## config.mk

```make
export PLATFORM = sky130hd
export DESIGN_NAME = rns_fwd_conv_seq
export DESIGN_NICKNAME = d
export VERILOG_FILES = /design/src/rtl/rns_pkg.sv /design/src/rtl/rns_horner_step.sv /design/src/rtl/rns_fwd_conv_seq.sv
export SDC_FILE = /design/constraint.sdc
export NUM_CORES = 2
export LEC_CHECK = 0
export CAP_MARGIN = 20
export CORE_MARGIN = 2
export CORE_UTILIZATION = 65
export CTS_CLUSTER_DIAMETER = 50
export DETAILED_ROUTE_END_ITERATION = 16
export PLACE_DENSITY_LB_ADDON = 0.05
export SLEW_MARGIN = 25
export SYNTH_ARGS = -nofsm -noshare
export SYNTH_HDL_FRONTEND = slang
export SYNTH_HIERARCHICAL = 1
export SYNTH_SLANG_ARGS = --single-unit
```

## constraint.sdc

```tcl
create_clock -name clk -period 15.7 [get_ports clk]
set_input_delay 3.14 -clock clk [delete_from_list [all_inputs] [get_ports clk]]
set_output_delay 3.14 -clock clk [all_outputs]
set_load 0.005 [all_outputs]
```

## src/rtl/rns_pkg.sv

```systemverilog
// Shared types and default moduli for the 8-digit residue number system datapath.
package rns_pkg;

  localparam int unsigned DIGIT_W    = 18;
  localparam int unsigned NUM_DIGITS = 8;

  localparam int unsigned MOD_DEF_0 = 131072;  // 2^17
  localparam int unsigned MOD_DEF_1 = 78125;   // 5^7
  localparam int unsigned MOD_DEF_2 = 177147;  // 3^11
  localparam int unsigned MOD_DEF_3 = 117649;  // 7^6
  localparam int unsigned MOD_DEF_4 = 161051;  // 11^5
  localparam int unsigned MOD_DEF_5 = 28561;   // 13^4
  localparam int unsigned MOD_DEF_6 = 83521;   // 17^4
  localparam int unsigned MOD_DEF_7 = 130321;  // 19^4

  typedef logic [DIGIT_W-1:0] rns_digit_t;
  typedef rns_digit_t [NUM_DIGITS-1:0] rns_word_t;

  typedef enum logic [1:0] {
    StIdle,
    StConv,
    StFix,
    StDone
  } state_e;

endpackage

```

## src/rtl/rns_horner_step.sv

```systemverilog
// One Horner step: (16*r + nibble) mod Mod, reduced by a fixed subtraction chain.
module rns_horner_step
  import rns_pkg::*;
#(
  parameter int unsigned Mod = MOD_DEF_0
) (
  input  logic [DIGIT_W-1:0] r_i,
  input  logic [3:0]         nibble_i,
  output logic [DIGIT_W-1:0] r_o
);

  localparam int unsigned AccW = DIGIT_W + 4;

  localparam logic [AccW-1:0] M8 = AccW'(Mod * 8);
  localparam logic [AccW-1:0] M4 = AccW'(Mod * 4);
  localparam logic [AccW-1:0] M2 = AccW'(Mod * 2);
  localparam logic [AccW-1:0] M1 = AccW'(Mod);

  logic [AccW-1:0] acc0, acc1, acc2, acc3;

  // r_i < Mod bounds acc0 below 16*Mod, so each stage halves the remaining range.
  always_comb begin
    acc0 = {r_i, nibble_i};
    acc1 = (acc0 >= M8) ? acc0 - M8 : acc0;
    acc2 = (acc1 >= M4) ? acc1 - M4 : acc1;
    acc3 = (acc2 >= M2) ? acc2 - M2 : acc2;
    r_o  = (acc3 >= M1) ? DIGIT_W'(acc3 - M1) : DIGIT_W'(acc3);
  end

endmodule

```

## src/rtl/rns_fwd_conv_seq.sv

```systemverilog
// Sequential binary-to-RNS forward converter: signed 64-bit in, 8 residue digits out,
// 4 bits per clock across all digits in parallel.
module rns_fwd_conv_seq
  import rns_pkg::*;
#(
  parameter int unsigned MOD_0 = MOD_DEF_0,
  parameter int unsigned MOD_1 = MOD_DEF_1,
  parameter int unsigned MOD_2 = MOD_DEF_2,
  parameter int unsigned MOD_3 = MOD_DEF_3,
  parameter int unsigned MOD_4 = MOD_DEF_4,
  parameter int unsigned MOD_5 = MOD_DEF_5,
  parameter int unsigned MOD_6 = MOD_DEF_6,
  parameter int unsigned MOD_7 = MOD_DEF_7
) (
  input  logic               clk,
  input  logic               rst_n,
  input  logic               in_valid,
  output logic               in_ready,
  input  logic [63:0]        in_data,
  output logic               out_valid,
  input  logic               out_ready,
  output logic [DIGIT_W-1:0] dig_0,
  output logic [DIGIT_W-1:0] dig_1,
  output logic [DIGIT_W-1:0] dig_2,
  output logic [DIGIT_W-1:0] dig_3,
  output logic [DIGIT_W-1:0] dig_4,
  output logic [DIGIT_W-1:0] dig_5,
  output logic [DIGIT_W-1:0] dig_6,
  output logic [DIGIT_W-1:0] dig_7,
  output logic               out_neg
);

  localparam int unsigned MODS [NUM_DIGITS] = '{MOD_0, MOD_1, MOD_2, MOD_3,
                                                MOD_4, MOD_5, MOD_6, MOD_7};

  state_e      state_q, state_d;
  logic        sign_q, sign_d;
  logic [63:0] mag_q, mag_d;
  logic [3:0]  cnt_q, cnt_d;
  rns_word_t   r_q, r_d;
  rns_word_t   dig_q, dig_d;
  logic        neg_q, neg_d;
  rns_word_t   step;

  // Magnitude is shifted left each CONV cycle, so the top nibble is always the next one.
  for (genvar g = 0; g < NUM_DIGITS; g++) begin : g_step
    rns_horner_step #(
      .Mod(MODS[g])
    ) u_step (
      .r_i     (r_q[g]),
      .nibble_i(mag_q[63:60]),
      .r_o     (step[g])
    );
  end

  always_comb begin
    state_d = state_q;
    sign_d  = sign_q;
    mag_d   = mag_q;
    cnt_d   = cnt_q;
    r_d     = r_q;
    dig_d   = dig_q;
    neg_d   = neg_q;
    unique case (state_q)
      StIdle: begin
        if (in_valid) begin
          sign_d  = in_data[63];
          // -2^63 negates to 2^63, which is representable as unsigned.
          mag_d   = in_data[63] ? (64'd0 - in_data) : in_data;
          r_d     = '0;
          cnt_d   = 4'd15;
          state_d = StConv;
        end
      end
      StConv: begin
        r_d   = step;
        mag_d = {mag_q[59:0], 4'h0};
        cnt_d = cnt_q - 4'd1;
        if (cnt_q == 4'd0) begin
          state_d = StFix;
        end
      end
      StFix: begin
        for (int unsigned i = 0; i < NUM_DIGITS; i++) begin
          dig_d[i] = (sign_q && (r_q[i] != '0)) ? rns_digit_t'(MODS[i]) - r_q[i] : r_q[i];
        end
        neg_d   = sign_q;
        state_d = StDone;
      end
      StDone: begin
        if (out_ready) begin
          state_d = StIdle;
        end
      end
      default: state_d = StIdle;
    endcase
  end

  always_ff @(posedge clk or negedge rst_n) begin
    if (!rst_n) begin
      state_q <= StIdle;
      sign_q  <= 1'b0;
      mag_q   <= '0;
      cnt_q   <= '0;
      r_q     <= '0;
      dig_q   <= '0;
      neg_q   <= 1'b0;
    end else begin
      state_q <= state_d;
      sign_q  <= sign_d;
      mag_q   <= mag_d;
      cnt_q   <= cnt_d;
      r_q     <= r_d;
      dig_q   <= dig_d;
      neg_q   <= neg_d;
    end
  end

  assign in_ready  = (state_q == StIdle);
  assign out_valid = (state_q == StDone);
  assign out_neg   = neg_q;
  assign dig_0     = dig_q[0];
  assign dig_1     = dig_q[1];
  assign dig_2     = dig_q[2];
  assign dig_3     = dig_q[3];
  assign dig_4     = dig_q[4];
  assign dig_5     = dig_q[5];
  assign dig_6     = dig_q[6];
  assign dig_7     = dig_q[7];

endmodule

```

Yosys cells after proc, flatten, opt, wreduce, memory -nomap -nowiden
Index checks and enable logic that the tools add are counted.
{ "op_classes": {"add_sub_neg": 42, "n_lt_le_gt_ge": 32, "eq_ne": 6, "mux": 51, "n_reduce_logical": 22} }
{ "ops": {"columns": ["operator", "count"], "rows": [
  ["two-way mux 22 bit", 24],
  ["two-way mux 18 bit", 16],
  ["case mux 144 bit (2 select lines)", 1],
  ["greater-or-equal comparator 22 x 18 -> 1 bit (second input constant)", 8],
  ["greater-or-equal comparator 22 x 19 -> 1 bit (second input constant)", 7],
  ["greater-or-equal comparator 22 x 20 -> 1 bit (second input constant)", 7],
  ["subtractor 22 x 19 -> 22 bit (second input constant)", 7],
  ["subtractor 22 x 20 -> 22 bit (second input constant)", 7],
  ["two-way mux 144 bit", 1],
  ["nonzero test 18 bit", 8],
  ["two-way mux 64 bit", 2],
  ["case mux 64 bit (2 select lines)", 1],
  ["greater-or-equal comparator 22 x 17 -> 1 bit (second input constant)", 5],
  ["subtractor 22 x 18 -> 22 bit (second input constant)", 5],
  ["subtractor 17 x 18 -> 18 bit (first input constant)", 4],
  ["subtractor 18 x 17 -> 18 bit (second input constant)", 4],
  ["greater-or-equal comparator 22 x 21 -> 1 bit (second input constant)", 3],
  ["subtractor 22 x 21 -> 22 bit (second input constant)", 3],
  ["subtractor 1 x 64 -> 64 bit (first input constant)", 1],
  ["subtractor 18 bit (first input constant)", 3],
  ["subtractor 18 bit (second input constant)", 3],
  ["greater-or-equal comparator 22 x 15 -> 1 bit (second input constant)", 1],
  ["greater-or-equal comparator 22 x 16 -> 1 bit (second input constant)", 1],
  ["subtractor 22 x 16 -> 22 bit (second input constant)", 1],
  ["18 further kinds", 30]
]} }
{ "totals": {"ff_bits": 360, "inputBits": 68, "out_inout_bits": 147, "wordCells": 174} }

Logic depth before layout (Yosys ltp)
{ "logic_depth": {"depth_word": 9, "mapped_depth": 34, "depth_no_buf": 31} }

Hierarchy
The synthesis kept the hierarchy.
{ "modules_own_cells": {"columns": ["module", "n_inst", "cells_per_inst", "area_each_um2", "seq_area_each_um2"], "rows": [
  ["rns_fwd_conv_seq", 1, 1848, 17952.2, 9008.6],
  ["rns_horner_step (g_step[1].u_step)", 1, 570, 3916.3, 0.0],
  ["rns_horner_step (g_step[7].u_step)", 1, 567, 3787.4, 0.0],
  ["rns_horner_step (g_step[6].u_step)", 1, 501, 3534.6, 0.0],
  ["rns_horner_step (g_step[2].u_step)", 1, 500, 3523.4, 0.0],
  ["rns_horner_step (g_step[3].u_step)", 1, 511, 3477.1, 0.0],
  ["rns_horner_step (g_step[5].u_step)", 1, 510, 3462.1, 0.0],
  ["rns_horner_step (g_step[4].u_step)", 1, 485, 3380.7, 0.0],
  ["rns_horner_step (g_step[0].u_step)", 1, 58, 422.9, 0.0]
]} }

Worst setup path after synthesis
Ideal clock, no wire load.
{ "synth_timing": {"kind": "reg-to-reg", "start": "register mag_q[63]", "end": "register r_q[67] (netlist name)", "setup_ns": 0.121, "t_arrival_ns": 7.527, "required_ns": 15.579, "slack_ns": 8.052, "path_stages_with_launch": 31, "path_buffers": 4, "period_less_slack_ns": 7.648, "cell_sequence": "dfrtp_1 > buf_2 > o41ai_4 > a21oi_2 > o41a_1 > buf_6 > xnor2_1 > ha_1 > and2_1 > mux2_2 > a2111oi_4 > o31ai_2 > a31o_4 > or4_4 > a21bo_1 > o31a_1 > a31oi_4 > buf_6 > xnor2_1 > ha_1 > and2_1 > a21oi_1 > a311oi_1 > a211o_1 > nand4b_2 > a221o_1 > o31a_1 > buf_6 > nand3_1 > xnor2_1 > a22o_1"} }
{ "synth_lines": {"columns": ["item", "line", "rtl"], "rows": [
  ["start, declared", "rns_fwd_conv_seq.sv:38", "logic [63:0] mag_q, mag_d;"],
  ["start signal, assigned", "rns_fwd_conv_seq.sv:111", "mag_q <= mag_d;"],
  ["end signal, assigned", "rns_fwd_conv_seq.sv:113", "r_q <= r_d;"],
  ["end, declared", "rns_fwd_conv_seq.sv:40", "rns_word_t r_q, r_d;"]
]} }

==> flow_summary.html <==
<table>
<tr><th>Metric</th><th>Value</th></tr>
<tr><th colspan="2">Setup path</th></tr>
<tr><td>Biggest fanout along the worst timing path</td><td>35</td></tr>
<tr><td>Critical setup path kind</td><td>reg -&gt; reg</td></tr>
<tr><td>Startpoint Class</td><td>flip-flop</td></tr>
<tr><td>Critical path data arrival time</td><td>9.31 ns</td></tr>
<tr><td>Data required time of the worst path</td><td>16.21 ns</td></tr>
<tr><td>Crit path capture type</td><td>flip-flop</td></tr>
<tr><th colspan="2">Yosys</th></tr>
<tr><td>Combinational family with the most area after synthesis</td><td>compound AO/OA/AOI/OAI gates</td></tr>
<tr><td>Synth Area in Adders</td><td>1.44%</td></tr>
<tr><td>Synth area leader</td><td>sky130_fd_sc_hd__dfrtp_1</td></tr>
<tr><td>Leading register cell type out of synthesis</td><td>sky130_fd_sc_hd__dfrtp_1</td></tr>
<tr><td>Synth area leaders</td><td>sky130_fd_sc_hd__dfrtp_1 21%, sky130_fd_sc_hd__xnor2_1 7.8%, sky130_fd_sc_hd__nor2_1 5.1%, sky130_fd_sc_hd__a21oi_1 4.8%, sky130_fd_sc_hd__xor2_1 4.0%</td></tr>
<tr><td>Area fraction in compound gates after synthesis</td><td>32.3%</td></tr>
<tr><td>Post-synthesis mux area share</td><td>3.48%</td></tr>
<tr><td>Simple-gate share of the synthesized area</td><td>24.9%</td></tr>
<tr><td>Synth warnings</td><td>6</td></tr>
<tr><td>Top cell type's share of synthesized area</td><td>20.7%</td></tr>
<tr><td>Number of enable-type register cells in the synthesized netlist</td><td>0</td></tr>
<tr><td>Synthesized area per cell</td><td>7.83 um2</td></tr>
<tr><td>Distinct cells, synth</td><td>167</td></tr>
<tr><td>Yosys reg bits</td><td>360</td></tr>
<tr><td>Netlist area before placement</td><td>43500 um2</td></tr>
<tr><td>Number of instances in the synthesized netlist</td><td>5550</td></tr>
<tr><td>Total nets after synthesis</td><td>5668</td></tr>
<tr><td>Sequential share of the synthesized area</td><td>20.7%</td></tr>
<tr><td>Most frequently used cell type in the post-synthesis netlist</td><td>sky130_fd_sc_hd__nor2_1</td></tr>
<tr><td>Share of flip-flops with an asynchronous set or reset</td><td>100%</td></tr>
<tr><td>Synth cell count leaders</td><td>586 x sky130_fd_sc_hd__nor2_1, 445 x sky130_fd_sc_hd__nand2_1, 413 x sky130_fd_sc_hd__a21oi_1</td></tr>
<tr><td>Xor-xnor portion of the synthesized cell area</td><td>12.2%</td></tr>
<tr><th colspan="2">STA</th></tr>
<tr><td>Worst clock skew</td><td>0.0202 ns</td></tr>
<tr><td>TNS Setup</td><td>0 ns</td></tr>
<tr><td>Worst relative slew slack</td><td>29.7%</td></tr>
<tr><td>Final Max Slew Viols</td><td>0</td></tr>
<tr><td>Worst setup margin</td><td>6.90 ns</td></tr>
<tr><td>Count of endpoints failing hold in the final timing report</td><td>0</td></tr>
<tr><td>Share of the clock period used by the worst path</td><td>56.1%</td></tr>
<tr><td>Tightest Pin Transition</td><td>1.05 ns</td></tr>
<tr><td>Maximum clock frequency</td><td>0.114 GHz</td></tr>
<tr><td># setup viols final</td><td>0</td></tr>
<tr><td>Shortest clock period the worst path allows after layout</td><td>8.80 ns</td></tr>
<tr><td>Unrepaired setup endpoints after global routing</td><td>no</td></tr>
<tr><th colspan="2">CTS</th></tr>
<tr><td>Level count of the clock H-tree</td><td>2</td></tr>
<tr><td>Clock tree from TritonCTS</td><td>yes</td></tr>
<tr><td>Worst-case clock buffer depth</td><td>3</td></tr>
<tr><td>Resized cells post-CTS</td><td>0</td></tr>
<tr><td>Clock latency at the later pin of the worst-skew pair</td><td>0.63 ns</td></tr>
<tr><td>Root buf cell</td><td>sky130_fd_sc_hd__clkbuf_16</td></tr>
<tr><td>CTS clock-pin slew for the worst setup and hold paths</td><td>0.06 ns</td></tr>
<tr><td>Number of clock buffers inserted by TritonCTS</td><td>57</td></tr>
<tr><td>CTS hold repair buffers</td><td>0</td></tr>
<tr><td>Number of clock sinks</td><td>360</td></tr>
<tr><td>Post-CTS setup buffers</td><td>0</td></tr>
<tr><th colspan="2">Global route</th></tr>
<tr><td>GRT Residual Overflow</td><td>0</td></tr>
<tr><td>Overall fraction of global-route tracks in use</td><td>38.0%</td></tr>
<tr><td>Number of antenna violations at the first check in global routing</td><td>0</td></tr>
<tr><td>Vias in the first global route</td><td>40768</td></tr>
<tr><td>Largest net degree at the start of global routing</td><td>130</td></tr>
<tr><td>Wire length of the first global-routing pass</td><td>220000 um</td></tr>
<tr><th colspan="2">Place</th></tr>
<tr><td>Post-placement cell count</td><td>6341</td></tr>
<tr><td>Final weighted congestion of routability-driven global placement</td><td>1.01</td></tr>
<tr><td>Detailed-placement wirelength estimate</td><td>100000 um</td></tr>
<tr><td>Area of placed instances</td><td>45300 um2</td></tr>
<tr><td>Count of buffers inserted at the top-level ports</td><td>214</td></tr>
<tr><td>DP Worst Slack</td><td>7.12 ns</td></tr>
<tr><th colspan="2">Routing</th></tr>
<tr><td>Initial detailed-routing violation count</td><td>5657</td></tr>
<tr><td>Vias per cell</td><td>7.04</td></tr>
<tr><td>Count of antenna-violating nets left after detailed routing</td><td>0</td></tr>
<tr><td>Overall routed net length</td><td>138000 um</td></tr>
<tr><td>Total number of vias</td><td>45422</td></tr>
<tr><td>Routed length per placed instance</td><td>21.4 um</td></tr>
<tr><td>Total DRC errors in the routed layout</td><td>0</td></tr>
<tr><td>Number of optimization iterations in the first detailed-route pass</td><td>8</td></tr>
<tr><th colspan="2">Final layout</th></tr>
<tr><td>Final Instance Area</td><td>47300 um2</td></tr>
<tr><td>Nets</td><td>5655</td></tr>
<tr><td>Ratio of cells with drive above 1 in the final layout</td><td>9.55%</td></tr>
<tr><td>Non-filler cells, final</td><td>6448</td></tr>
<tr><td>Area delta synth-&gt;final</td><td>8.89%</td></tr>
<tr><th colspan="2">Floorplanning</th></tr>
<tr><td>Initial core utilization</td><td>65.9%</td></tr>
<tr><td>Top-Level Pins</td><td>215</td></tr>
<tr><td>Area of the die</td><td>68900 um2</td></tr>
<tr><td>Die boundary height</td><td>263 um</td></tr>
<tr><td>Core region area</td><td>66000 um2</td></tr>
<tr><td>DIE WIDTH</td><td>263 um</td></tr>
<tr><td>Total number of placement rows</td><td>94</td></tr>
<tr><th colspan="2">Hold path</th></tr>
<tr><td>Kind of path behind the tightest hold check</td><td>reg -&gt; reg</td></tr>
<tr><th colspan="2">Run</th></tr>
<tr><td>Total of max-cap violations</td><td>0</td></tr>
<tr><th colspan="2">Status</th></tr>
<tr><td>Result of the run</td><td>finished, final reports clean</td></tr>
</table>
-- layer usage --
metal / share of wire [%] / wire length (um) / global-route usage, %
met1: 43 / 59200 / 54.0
met2: 44 / 60500 / 59.0
met3: 9.8 / 13600 / 6.18
met4: 3.4 / 4670 / 11.7
met5: 0 / 0 / 0
-- final timing paths --
kind / startpoint / endpoint / slack, ns / cells past startpoint
setup / recovery: mag_q[63]$_DFFE_PN0P_ / r_q[73]$_DFFE_PN0P_ / 6.90 / 20
hold / removal: mag_q[8]$_DFFE_PN0P_ / mag_q[8]$_DFFE_PN0P_ / 0.48 / 2
setup reg to reg: mag_q[63]$_DFFE_PN0P_ / r_q[73]$_DFFE_PN0P_ / 6.90 / 20
hold reg to reg: mag_q[8]$_DFFE_PN0P_ / mag_q[8]$_DFFE_PN0P_ / 0.48 / 2
max in group asynchronous: rst_n / r_q[137]$_DFFE_PN0P_ / 11.01 / 3
min in group asynchronous: rst_n / r_q[119]$_DFFE_PN0P_ / 2.51 / 1
-- area by class of cell --
type                       instances  area [um2]
timing repair buffer             254        2480
clock inverter                    37         367
tap                              864        1080
clock buffer                      68        1570
antenna                            1        2.50
fill                            5420       18700
multi-input combinational       4743       32300
sequential                       360        9010
inverter                         121         454
-- per-stage QoR --
step | hold slack, ns | util, %
global placement | 0.456 | 68.7
floorplan | 0.444 | -
detailed placement | 0.465 | 68.7
finish | 0.475 | 71.7
CTS | 0.477 | 71.6
global route | 0.501 | 71.7
-- cells by family (layout without fill, tap and decap cells) --
logic type                 Yosys count  count (layout)
adders and majority gates           50              50
DFF                                360             360
xor gates and xnor gates           596             596
buffers and inverters              447             480
AOI/OAI and AO/OA                 1889            1889
and+or+nand+nor                   2068            2068
muxes                              140             140
other                                0               1
-- layout by cell type (no fill, tap or decap), drive strengths merged, types with 37 or more instances in the layout --
cell type / instances
nor3: 174
or2: 52
nor2: 596
o211ai: 81
mux2: 47
o21a: 56
o31ai: 85
or4: 39
or3: 100
a31oi: 79
clkdlybuf4s50: 212
nand2: 451
and3: 61
a211oi: 76
o22ai: 57
nand2b: 43
o21ai: 380
mux2i: 93
a21oi: 434
inv: 135
nor2b: 37
ha: 50
xnor2: 395
xor2: 201
nand4: 72
and2: 65
nor4: 91
clkbuf: 68
a22o: 134
a21o: 49
buf: 42
dfrtp: 360
nand3: 159
-- sequential cells by signal (all words and copies together) (netlist names) --
name and flops:
r_q 144, dig_4 18, mag_q 64, dig_7 18, dig_2 18, sign_q 1, dig_0 18, dig_5 18
dig_3 18, state_q 2, dig_1 18, out_neg 1, cnt_q 4, dig_6 18
-- worst max-delay path, stage by stage (launching register included) --
cell,delay (ns)
sky130_fd_sc_hd__dfrtp_2,0.79
sky130_fd_sc_hd__buf_4,0.57
sky130_fd_sc_hd__a21oi_1,0.35
sky130_fd_sc_hd__o41ai_4,0.57
sky130_fd_sc_hd__a211oi_4,0.11
sky130_fd_sc_hd__buf_4,0.27
sky130_fd_sc_hd__xnor2_1,0.24
sky130_fd_sc_hd__ha_1,0.34
sky130_fd_sc_hd__o22ai_2,0.21
sky130_fd_sc_hd__a21boi_2,0.19
sky130_fd_sc_hd__o31ai_4,0.89
sky130_fd_sc_hd__a2bb2oi_1,0.18
sky130_fd_sc_hd__o22a_1,0.29
sky130_fd_sc_hd__or4b_4,0.60
sky130_fd_sc_hd__o41ai_4,0.86
sky130_fd_sc_hd__mux2i_1,0.48
sky130_fd_sc_hd__o211ai_1,0.15
sky130_fd_sc_hd__a211o_2,0.39
sky130_fd_sc_hd__a31oi_4,0.57
sky130_fd_sc_hd__mux2_1,0.38
sky130_fd_sc_hd__a22o_1,0.20
Power is left out: the tool's default activity adds up to more than one toggle a clock period on the data nets, which glitch-free logic cannot reach.
